==> src/rtl/soc_decerr_slave_pkg.sv <==
// rtl/soc_decerr_slave_pkg.sv - shared types and constants for the default-port DECERR responder
package soc_decerr_slave_pkg;

    localparam logic [63:0] ErrSlvData  = 64'hBADC_AB1E_BADC_AB1E;
    localparam int unsigned ErrCntWidth = 16;
    localparam logic [1:0]  RESP_DECERR = 2'b11;

    typedef enum logic [1:0] {W_IDLE, W_DATA, W_RESP} wr_state_e;
    typedef enum logic       {R_IDLE, R_DATA}         rd_state_e;

    // Sticks at all-ones instead of wrapping so a flood of stray accesses stays visible.
    function automatic logic [ErrCntWidth-1:0] sat_add(input logic [ErrCntWidth-1:0] a,
                                                       input logic [1:0]             inc);
        logic [ErrCntWidth:0] sum;
        sum = {1'b0, a} + {{(ErrCntWidth-1){1'b0}}, inc};
        return sum[ErrCntWidth] ? '1 : sum[ErrCntWidth-1:0];
    endfunction

endpackage

==> src/rtl/soc_decerr_rd_chan.sv <==
// rtl/soc_decerr_rd_chan.sv - read channel: accepts one AR, returns len+1 DECERR beats
module soc_decerr_rd_chan
    import soc_decerr_slave_pkg::*;
#(
    parameter int unsigned          IdWidth   = 5,
    parameter int unsigned          DataWidth = 64,
    parameter logic [DataWidth-1:0] ErrData   = '0
) (
    input  logic                 clk_i,
    input  logic                 rst_i,
    input  logic                 ar_valid_i,
    output logic                 ar_ready_o,
    input  logic [IdWidth-1:0]   ar_id_i,
    input  logic [7:0]           ar_len_i,
    output logic                 r_valid_o,
    input  logic                 r_ready_i,
    output logic [IdWidth-1:0]   r_id_o,
    output logic [DataWidth-1:0] r_data_o,
    output logic [1:0]           r_resp_o,
    output logic                 r_last_o
);

    rd_state_e            state_q;
    logic                 ar_ready_q;
    logic                 r_valid_q;
    logic                 r_last_q;
    logic [IdWidth-1:0]   id_q;
    logic [7:0]           len_q;
    logic [7:0]           cnt_q;
    logic [7:0]           cnt_d;

    assign cnt_d = cnt_q + 8'd1;

    // r_last is precomputed one beat ahead so it stays a plain register output.
    always_ff @(posedge clk_i) begin
        if (rst_i) begin
            state_q    <= R_IDLE;
            ar_ready_q <= 1'b1;
            r_valid_q  <= 1'b0;
            r_last_q   <= 1'b0;
            id_q       <= '0;
            len_q      <= '0;
            cnt_q      <= '0;
        end else begin
            case (state_q)
                R_IDLE: begin
                    if (ar_valid_i && ar_ready_q) begin
                        id_q       <= ar_id_i;
                        len_q      <= ar_len_i;
                        cnt_q      <= '0;
                        r_last_q   <= (ar_len_i == 8'd0);
                        r_valid_q  <= 1'b1;
                        ar_ready_q <= 1'b0;
                        state_q    <= R_DATA;
                    end
                end
                R_DATA: begin
                    if (r_ready_i) begin
                        if (r_last_q) begin
                            r_valid_q  <= 1'b0;
                            r_last_q   <= 1'b0;
                            ar_ready_q <= 1'b1;
                            state_q    <= R_IDLE;
                        end else begin
                            cnt_q    <= cnt_d;
                            r_last_q <= (cnt_d == len_q);
                        end
                    end
                end
            endcase
        end
    end

    assign ar_ready_o = ar_ready_q;
    assign r_valid_o  = r_valid_q;
    assign r_last_o   = r_last_q;
    assign r_id_o     = id_q;
    assign r_data_o   = ErrData;
    assign r_resp_o   = RESP_DECERR;

endmodule

==> src/rtl/soc_decerr_slave.sv <==
// rtl/soc_decerr_slave.sv - AXI4 default-port responder answering every access with DECERR
module soc_decerr_slave
    import soc_decerr_slave_pkg::*;
#(
    parameter int unsigned IdWidth   = 5,
    parameter int unsigned AddrWidth = 64,
    parameter int unsigned DataWidth = 64,
    parameter logic [63:0] ErrData   = ErrSlvData
) (
    input  logic                   clk_i,
    input  logic                   rst_i,
    input  logic                   aw_valid_i,
    output logic                   aw_ready_o,
    input  logic [IdWidth-1:0]     aw_id_i,
    input  logic [AddrWidth-1:0]   aw_addr_i,
    input  logic                   w_valid_i,
    output logic                   w_ready_o,
    input  logic                   w_last_i,
    output logic                   b_valid_o,
    input  logic                   b_ready_i,
    output logic [IdWidth-1:0]     b_id_o,
    output logic [1:0]             b_resp_o,
    input  logic                   ar_valid_i,
    output logic                   ar_ready_o,
    input  logic [IdWidth-1:0]     ar_id_i,
    input  logic [AddrWidth-1:0]   ar_addr_i,
    input  logic [7:0]             ar_len_i,
    output logic                   r_valid_o,
    input  logic                   r_ready_i,
    output logic [IdWidth-1:0]     r_id_o,
    output logic [DataWidth-1:0]   r_data_o,
    output logic [1:0]             r_resp_o,
    output logic                   r_last_o,
    output logic                   err_o,
    output logic [AddrWidth-1:0]   err_addr_o,
    output logic [ErrCntWidth-1:0] err_cnt_o
);

    localparam logic [DataWidth-1:0] ErrDataTrunc = ErrData[DataWidth-1:0];

    wr_state_e              wr_state_q;
    logic                   aw_ready_q;
    logic                   w_ready_q;
    logic                   b_valid_q;
    logic [IdWidth-1:0]     b_id_q;
    logic                   err_q;
    logic [AddrWidth-1:0]   err_addr_q;
    logic [ErrCntWidth-1:0] err_cnt_q;
    logic [ErrCntWidth-1:0] err_cnt_d;
    logic                   aw_hs;
    logic                   ar_hs;

    assign aw_hs = aw_valid_i && aw_ready_q;
    assign ar_hs = ar_valid_i && ar_ready_o;

    // w_last is authoritative for burst end; the AW length is never looked at.
    always_ff @(posedge clk_i) begin
        if (rst_i) begin
            wr_state_q <= W_IDLE;
            aw_ready_q <= 1'b1;
            w_ready_q  <= 1'b0;
            b_valid_q  <= 1'b0;
            b_id_q     <= '0;
        end else begin
            case (wr_state_q)
                W_IDLE: begin
                    if (aw_hs) begin
                        b_id_q     <= aw_id_i;
                        aw_ready_q <= 1'b0;
                        w_ready_q  <= 1'b1;
                        wr_state_q <= W_DATA;
                    end
                end
                W_DATA: begin
                    if (w_valid_i && w_last_i) begin
                        w_ready_q  <= 1'b0;
                        b_valid_q  <= 1'b1;
                        wr_state_q <= W_RESP;
                    end
                end
                W_RESP: begin
                    if (b_ready_i) begin
                        b_valid_q  <= 1'b0;
                        aw_ready_q <= 1'b1;
                        wr_state_q <= W_IDLE;
                    end
                end
                default: begin
                    wr_state_q <= W_IDLE;
                    aw_ready_q <= 1'b1;
                    w_ready_q  <= 1'b0;
                    b_valid_q  <= 1'b0;
                end
            endcase
        end
    end

    assign err_cnt_d = sat_add(err_cnt_q, {1'b0, aw_hs} + {1'b0, ar_hs});

    // On a simultaneous AW/AR the write address is the one recorded.
    always_ff @(posedge clk_i) begin
        if (rst_i) begin
            err_q      <= 1'b0;
            err_addr_q <= '0;
            err_cnt_q  <= '0;
        end else begin
            err_q     <= aw_hs || ar_hs;
            err_cnt_q <= err_cnt_d;
            if (aw_hs) begin
                err_addr_q <= aw_addr_i;
            end else if (ar_hs) begin
                err_addr_q <= ar_addr_i;
            end
        end
    end

    soc_decerr_rd_chan #(
        .IdWidth   (IdWidth),
        .DataWidth (DataWidth),
        .ErrData   (ErrDataTrunc)
    ) u_rd_chan (
        .clk_i      (clk_i),
        .rst_i      (rst_i),
        .ar_valid_i (ar_valid_i),
        .ar_ready_o (ar_ready_o),
        .ar_id_i    (ar_id_i),
        .ar_len_i   (ar_len_i),
        .r_valid_o  (r_valid_o),
        .r_ready_i  (r_ready_i),
        .r_id_o     (r_id_o),
        .r_data_o   (r_data_o),
        .r_resp_o   (r_resp_o),
        .r_last_o   (r_last_o)
    );

    assign aw_ready_o = aw_ready_q;
    assign w_ready_o  = w_ready_q;
    assign b_valid_o  = b_valid_q;
    assign b_id_o     = b_id_q;
    assign b_resp_o   = RESP_DECERR;
    assign err_o      = err_q;
    assign err_addr_o = err_addr_q;
    assign err_cnt_o  = err_cnt_q;

endmodule
==> config.mk <==
export PLATFORM = sky130hd
export DESIGN_NAME = soc_decerr_slave
export DESIGN_NICKNAME = d
export VERILOG_FILES = /design/src/rtl/soc_decerr_slave_pkg.sv /design/src/rtl/soc_decerr_rd_chan.sv /design/src/rtl/soc_decerr_slave.sv
export SDC_FILE = /design/constraint.sdc
export NUM_CORES = 1
export LEC_CHECK = 0
export CORE_MARGIN = 1.5
export CORE_UTILIZATION = 35
export CTS_CLUSTER_DIAMETER = 100
export DETAILED_ROUTE_END_ITERATION = 10
export PLACE_DENSITY = 0.77
export SYNTH_ARGS = -nofsm -noshare
export SYNTH_HDL_FRONTEND = slang
export SYNTH_SLANG_ARGS = --single-unit
==> constraint.sdc <==
create_clock -name clk_i -period 2.5 [get_ports clk_i]
set_input_delay 0.25 -clock clk_i [delete_from_list [all_inputs] [get_ports clk_i]]
set_output_delay 0.25 -clock clk_i [all_outputs]
set_load 0.02 [all_outputs]
# After elaboration in Yosys (flattened, before gate mapping)
# Cells that the tools add are included.
# Widths: inputs -> output; s select.
dict set report totals {
  reg_bits 116
  word_cells 84
}
dict set report op_classes {
  n_addsub 3
  mux 36
  eq_ne 10
  reduce_logical 16
  bitwise 4
}
# operator count
set ops {}
lappend ops {{$mux 64} 2}
lappend ops {{$mux 8} 3}
lappend ops {{$mux 1} 18}
lappend ops {{$reduce_and 3->1} 6}
lappend ops {{$add 16x2->17} 1}
lappend ops {{$mux 16} 1}
lappend ops {{$pmux 8 s2} 1}
lappend ops {{$ne 2x2->1 const B} 7}
lappend ops {{$pmux 1 s3} 3}
lappend ops {{$add 8x1->8 const B} 1}
lappend ops {{$eq 8x8->1} 1}
lappend ops {{$logic_not 8->1} 1}
lappend ops {{$pmux 1 s2} 4}
lappend ops {{$mux 2} 3}
lappend ops {{$pmux 2 s3} 1}
lappend ops {{$reduce_and 2->1} 3}
lappend ops {{$not 1->1} 4}
lappend ops {{$logic_and 1x1->1} 3}
lappend ops {{$add 1x1->2} 1}
lappend ops {{$eq 2x1->1 const B} 1}
lappend ops {{$eq 2x2->1 const B} 1}
lappend ops {{$logic_not 2->1} 1}
lappend ops {{$reduce_bool 2->1} 1}
lappend ops {{$logic_or 1x1->1} 1}

# Logic depth before layout (Yosys ltp)
dict set report logic_depth {
  depth_word 5
  mapped_depth 12
  depth_no_buf 8
}

# Cells and area by module
# Synthesis repeated with hierarchy kept, for this count alone.
dict set report hier_totals {
  hier_cells 712
  area_unflattened_um2 5604.1
}
# module cells_each instances area_each_um2
set by_module_without_submodules {}
lappend by_module_without_submodules {soc_decerr_slave 487 1 3882.5}
lappend by_module_without_submodules {soc_decerr_rd_chan 225 1 1721.7}

# Least setup slack after synthesis
# OpenSTA, ideal clock, no wires.
dict set report synth_timing {
  path_type {reg2reg}
  from {register aw_ready_q (netlist: aw_ready_o)}
  to {register err_cnt_q[3] (netlist: err_cnt_o[3])}
  setup_ns 0.132
  stages_incl_launch_ff 13
  slack_ns -0.069
  t_required_ns 2.368
  arrival_ns 2.437
  path_buffers 4
  cell_sequence {dfxtp_1 -> nand2_1 -> clkbuf_1 -> inv_1 -> fa_1 -> ha_1 -> and4_1 -> buf_2 -> nand3_1 -> or2_1 -> clkbuf_1 -> buf_2 -> a21oi_1}
}
dict set report synth_between {
  elab_chain_cells 4
}
# element line_no
set synth_rtl {}
lappend synth_rtl {{from (decl)} soc_decerr_slave.sv:42} ;# logic aw_ready_q;
lappend synth_rtl {{from (signal assigned)} soc_decerr_slave.sv:60} ;# aw_ready_q <= 1'b1;
lappend synth_rtl {{from (signal assigned)} soc_decerr_slave.sv:69} ;# aw_ready_q <= 1'b0;
lappend synth_rtl {{from (signal assigned)} soc_decerr_slave.sv:84} ;# aw_ready_q <= 1'b1;
lappend synth_rtl {{$logic_and 1x1->1} soc_decerr_slave.sv:53} ;# assign aw_hs = aw_valid_i && aw_ready_q;
lappend synth_rtl {{$add 1x1->2} soc_decerr_slave.sv:98} ;# assign err_cnt_d = sat_add(err_cnt_q, {1'b0, aw_hs} + {1'b0, ar_hs});
lappend synth_rtl {{$add 16x2->17} soc_decerr_slave_pkg.sv:15} ;# sum = {1'b0, a} + {{(ErrCntWidth-1){1'b0}}, inc};
lappend synth_rtl {{$mux 16} soc_decerr_slave_pkg.sv:16} ;# return sum[ErrCntWidth] ? '1 : sum[ErrCntWidth-1:0];
lappend synth_rtl {{to (signal assigned)} soc_decerr_slave.sv:108} ;# err_cnt_q <= err_cnt_d;
lappend synth_rtl {{to (decl)} soc_decerr_slave.sv:48} ;# logic [ErrCntWidth-1:0] err_cnt_q;
# No other way between the ends.
# A chain may end at the register's enable or synchronous reset.

# Worst setup path after layout
dict set report layout_timing {
  from {register aw_ready_q (netlist: aw_ready_o)}
  to {register err_addr_q[23] (netlist: err_addr_o[23])}
}
dict set report layout_between {
  elab_chain_cells 2
  word_cells_on_any_way 3
  classes_between {mux: 1; reduce/logical: 2}
}
# element line_no
set layout_rtl {}
lappend layout_rtl {{$logic_and 1x1->1 (*)} soc_decerr_slave.sv:53}
lappend layout_rtl {{$mux 64 / $reduce_bool 2->1 (equally long branches)} n/a}
lappend layout_rtl {{to (signal assigned)} soc_decerr_slave.sv:110} ;# err_addr_q <= aw_addr_i;
lappend layout_rtl {{to (signal assigned)} soc_decerr_slave.sv:112} ;# err_addr_q <= ar_addr_i;
lappend layout_rtl {{to (decl)} soc_decerr_slave.sv:47} ;# logic [AddrWidth-1:0] err_addr_q;
# Mark *: on every way between the ends. The rest lies on a longest branch, timed or not.

==> impl_results.md <==
* Vias in the first global route at 5,060
* Number of synthesized flops with an enable pin at 0
* Crit-path max FO at 76
* Routed Antenna Nets at 0
* Multi-input combinational cell area at 2810 um2
* Critical Path Sink Type: register
* Total Wirelength at 17.3 mm
* Root Driver: clkbuf_16
* Layout Cells excl Fill at 1,162
* Cts repair resizes at 0
* GRT Total Usage at 19.7%
* R2R Path End: err_addr_o[23]$_SDFFE_PP0P_
* Worst Clk Skew at 0.00834 ns
* Max H-tree Level at 4
* Unrepaired setup endpoints after global routing: no
* Clk slew on worst S/H paths at 0.06 ns
* Status: finished, final reports clean
* Hold endpoint: u_rd_chan.cnt_q[1]$_SDFFE_PP0P_
* # fillers at 1,470
* Core ar. at 15,800 um2
* Antenna violations before repair at 0
* Crit path launch type: register
* Pleak at 3.32 nW
* Max IR drop VDD at 0.000635 V
* First-pass iteration count of the detailed router at 4
* CTS tree: built
* Vias at 5,552
* Die ar. at 17,000 um2
* Final hold vios at 0
* Placer Congestion at 0.811
* Starting density of the core at 35.8%
* FF/Latch Area at 2320 um2
* Rel. slew slack at 46.5%
* R2R setup slack at 0.36 ns
* Total gr overflow at 0
* Chip height at 130 um
* Worst slew pin tran at 0.802 ns
* IO Port Bufs at 250
* Post-CTS Setup Bufs at 0
* Cells after synthesis at 712
* CP arrival at 2.44 ns
* Period utilization at 85.5%
* Yosys reg bits at 116
* Fmax at 0.468 GHz
* Layout area overhead at 52.0%
* Setup violations, final at 0
* Nets at 1,090
* Num rows at 46
* DIE WIDTH at 130 um
* Worst EP required at 2.80 ns
* Yosys cell types at 57
* Final max-slew violation count at 0
* Worst min path class: primary input to register
* Synth warn at 0
* DRC Markers at 0
* Most used cell, CP: buf_4
* Worst Min Path Start: rst_i
* Fraction of registers with async set/reset at 0%
* Reg2Reg Launch Point: aw_ready_o$_SDFFE_PP1P_
* Clock buffer depth at 2
* DR vias/cell at 4.78
* Crit-path cells: nand2_4 > buf_4 > buf_4 > nor2_1 > a311oi_1
* WHS Path Cells at 2
* Setup tns final at 0 ns
* Sinks on Clock Net at 116
* Cts hold-fix bufs at 0
* Sequential-to-total area share from yosys stat at 41.0%
* Worst skew pair latency at 0.41 ns
* Dpl cells at 1,130
* Crit-path max cell delay at 0.58 ns
* Pin count of the biggest net entering global routing at 77
* Number of buffers created by CTS at 17
* Top_reg_cell synth: dfxtp_1
* Initial drt markers at 338
* Crit Path Category: register to register
* Tot Pwr at 5.75 mW
* Hpwl dp at 11.9 mm
* Max_cap viols at 0
* Min Clock Period, post-route at 2.14 ns
* PwrDens at 668 nW/um2
* Share of layout cells above drive strength 1 at 5.71%
* I/O pin count at 319
* Routed wire per std cell at 14.9 um
* Final core utilization at 54.4%
* Synthesized area per cell at 7.96 um2
* R2R cell count at 5
* Post-Syn Area at 5660 um2
* Antenna cells at 0
* First-pass GRT wire length at 26.1 mm
* Slowest CP cell: buf_4
[placed cells by master (no fill, tap or decap), types with 11 or more instances in the layout]
cell type,synthesis,routed
buf_4,68,11
a311oi_1,64,64
nor2_1,83,83
clkbuf_16,0,17
conb_1,2,68
nand2_1,164,162
dfxtp_1,116,116
a21oi_1,41,41
xor2_1,13,13
clkdlybuf4s50_1,0,249
[how the worst max path moves through the flow]
stage | start | slack, ns | to
finish | aw_ready_o$_SDFFE_PP1P_ | 0.36 | err_addr_o[23]$_SDFFE_PP0P_
CTS | aw_ready_o$_SDFFE_PP1P_ | 0.42 | err_addr_o[18]$_SDFFE_PP0P_
global placement | aw_valid_i | 0.11 | err_addr_o[0]$_SDFFE_PP0P_
floorplan | u_rd_chan.ar_ready_o$_SDFFE_PP1P_ | 0.01 | err_cnt_o[10]$_SDFF_PP0_
global route | aw_ready_o$_SDFFE_PP1P_ | 0.18 | err_addr_o[31]$_SDFFE_PP0P_
detailed placement | aw_valid_i | 0.01 | err_addr_o[23]$_SDFFE_PP0P_
[per-layer routing]
metal  vias to the layer above  track usage [%]  wire (um)
met5                         -                0          0
met4                         0             6.14        331
met3                        19             6.72       1220
met2                       191             32.3       8420
met1                      2577             24.4       7310
li1                       2765                -          -
[sequential cells by signal, summed over array words and instances, names as in the netlist]
register and cells:
aw_ready_o 1, b_id_o 5, b_valid_o 1, err_addr_o 64
err_cnt_o 16, err_o 1, u_rd_chan.ar_ready_o 1, u_rd_chan.cnt_q 8
u_rd_chan.len_q 8, u_rd_chan.r_id_o 5, u_rd_chan.r_last_o 1, u_rd_chan.r_valid_o 1
u_rd_chan.state_q 1, w_ready_o 1, wr_state_q 2
[final cells by class]
cell class | instances | share of cell area (%)
Timing Repair Buffer | 261 | 30.1
Multi-Input combinational cell | 531 | 32.6
Clock inverter | 10 | 1.51
Inverter | 6 | 0.262
Clock buffer | 22 | 5.39
Sequential cell | 116 | 27.0
Tap cell | 216 | 3.14
[cell usage after synthesis (2+ instances only)]
cell type	n	share of area [%]
a21o_1	2	0.26
a21oi_1	41	3.6
nor4_1	3	0.33
nand3b_1	3	0.40
nand3_1	8	0.71
or2_2	2	0.22
conb_1	2	0.13
and2_1	3	0.33
o21ai_1	6	0.53
a311oi_1	64	9.9
nand2_1	164	11
inv_1	5	0.33
nor2b_1	2	0.22
and3_1	2	0.22
nand4_1	7	0.77
ha_1	2	0.44
nand2b_1	2	0.22
o21ai_0	4	0.35
mux2i_1	6	1.1
a31oi_1	8	0.88
dfxtp_1	116	41
nor3_1	2	0.18
or3_1	3	0.33
and4_2	2	0.35
or3b_1	2	0.31
buf_2	8	0.71
xor2_1	13	2.0
xnor2_1	4	0.62
clkbuf_1	37	2.5
buf_4	68	9.0
nor2_1	83	5.5
buf_6	2	0.40
or4b_1	2	0.35
and4_1	4	0.62
buf_1	7	0.46
clkbuf_8	2	0.49
[through the flow]
stage	hold WS, ns	worst slack (ns)	area [um2]
after floorplan	0.386	0.0143	5910
after global placement	0.442	0.109	8020
after detailed placement	0.447	0.0100	8020
after CTS	0.343	0.422	8610
after global routing	0.369	0.180	8610
final	0.348	0.361	8610
[kinds of logic after synthesis]
kind of cell / share of synthesized area [%]
simple gates: 23.1
compound gates: 17.1
buf+inv: 14.0
flops: 41.0
xor+xnor: 2.63
mux: 1.26
fa+ha+maj: 0.795
other cells: 0.133
[critical path: cells and delay by family (launching register included)]
kind / cells / cell delay (ns)
flip-flops: 1 / 0.35
buffers and inverters: 2 / 1.15
AO/OA/AOI/OAI: 1 / 0.29
AND/OR/NAND/NOR: 2 / 0.16
[power breakdown]
| part | internal (mW) | switching (mW) |
|---|---|---|
| clock network | 1.61 | 0.858 |
| registers | 1.99 | 0.0913 |
| logic | 0.566 | 0.630 |
(Power assumes the default switching activity.)
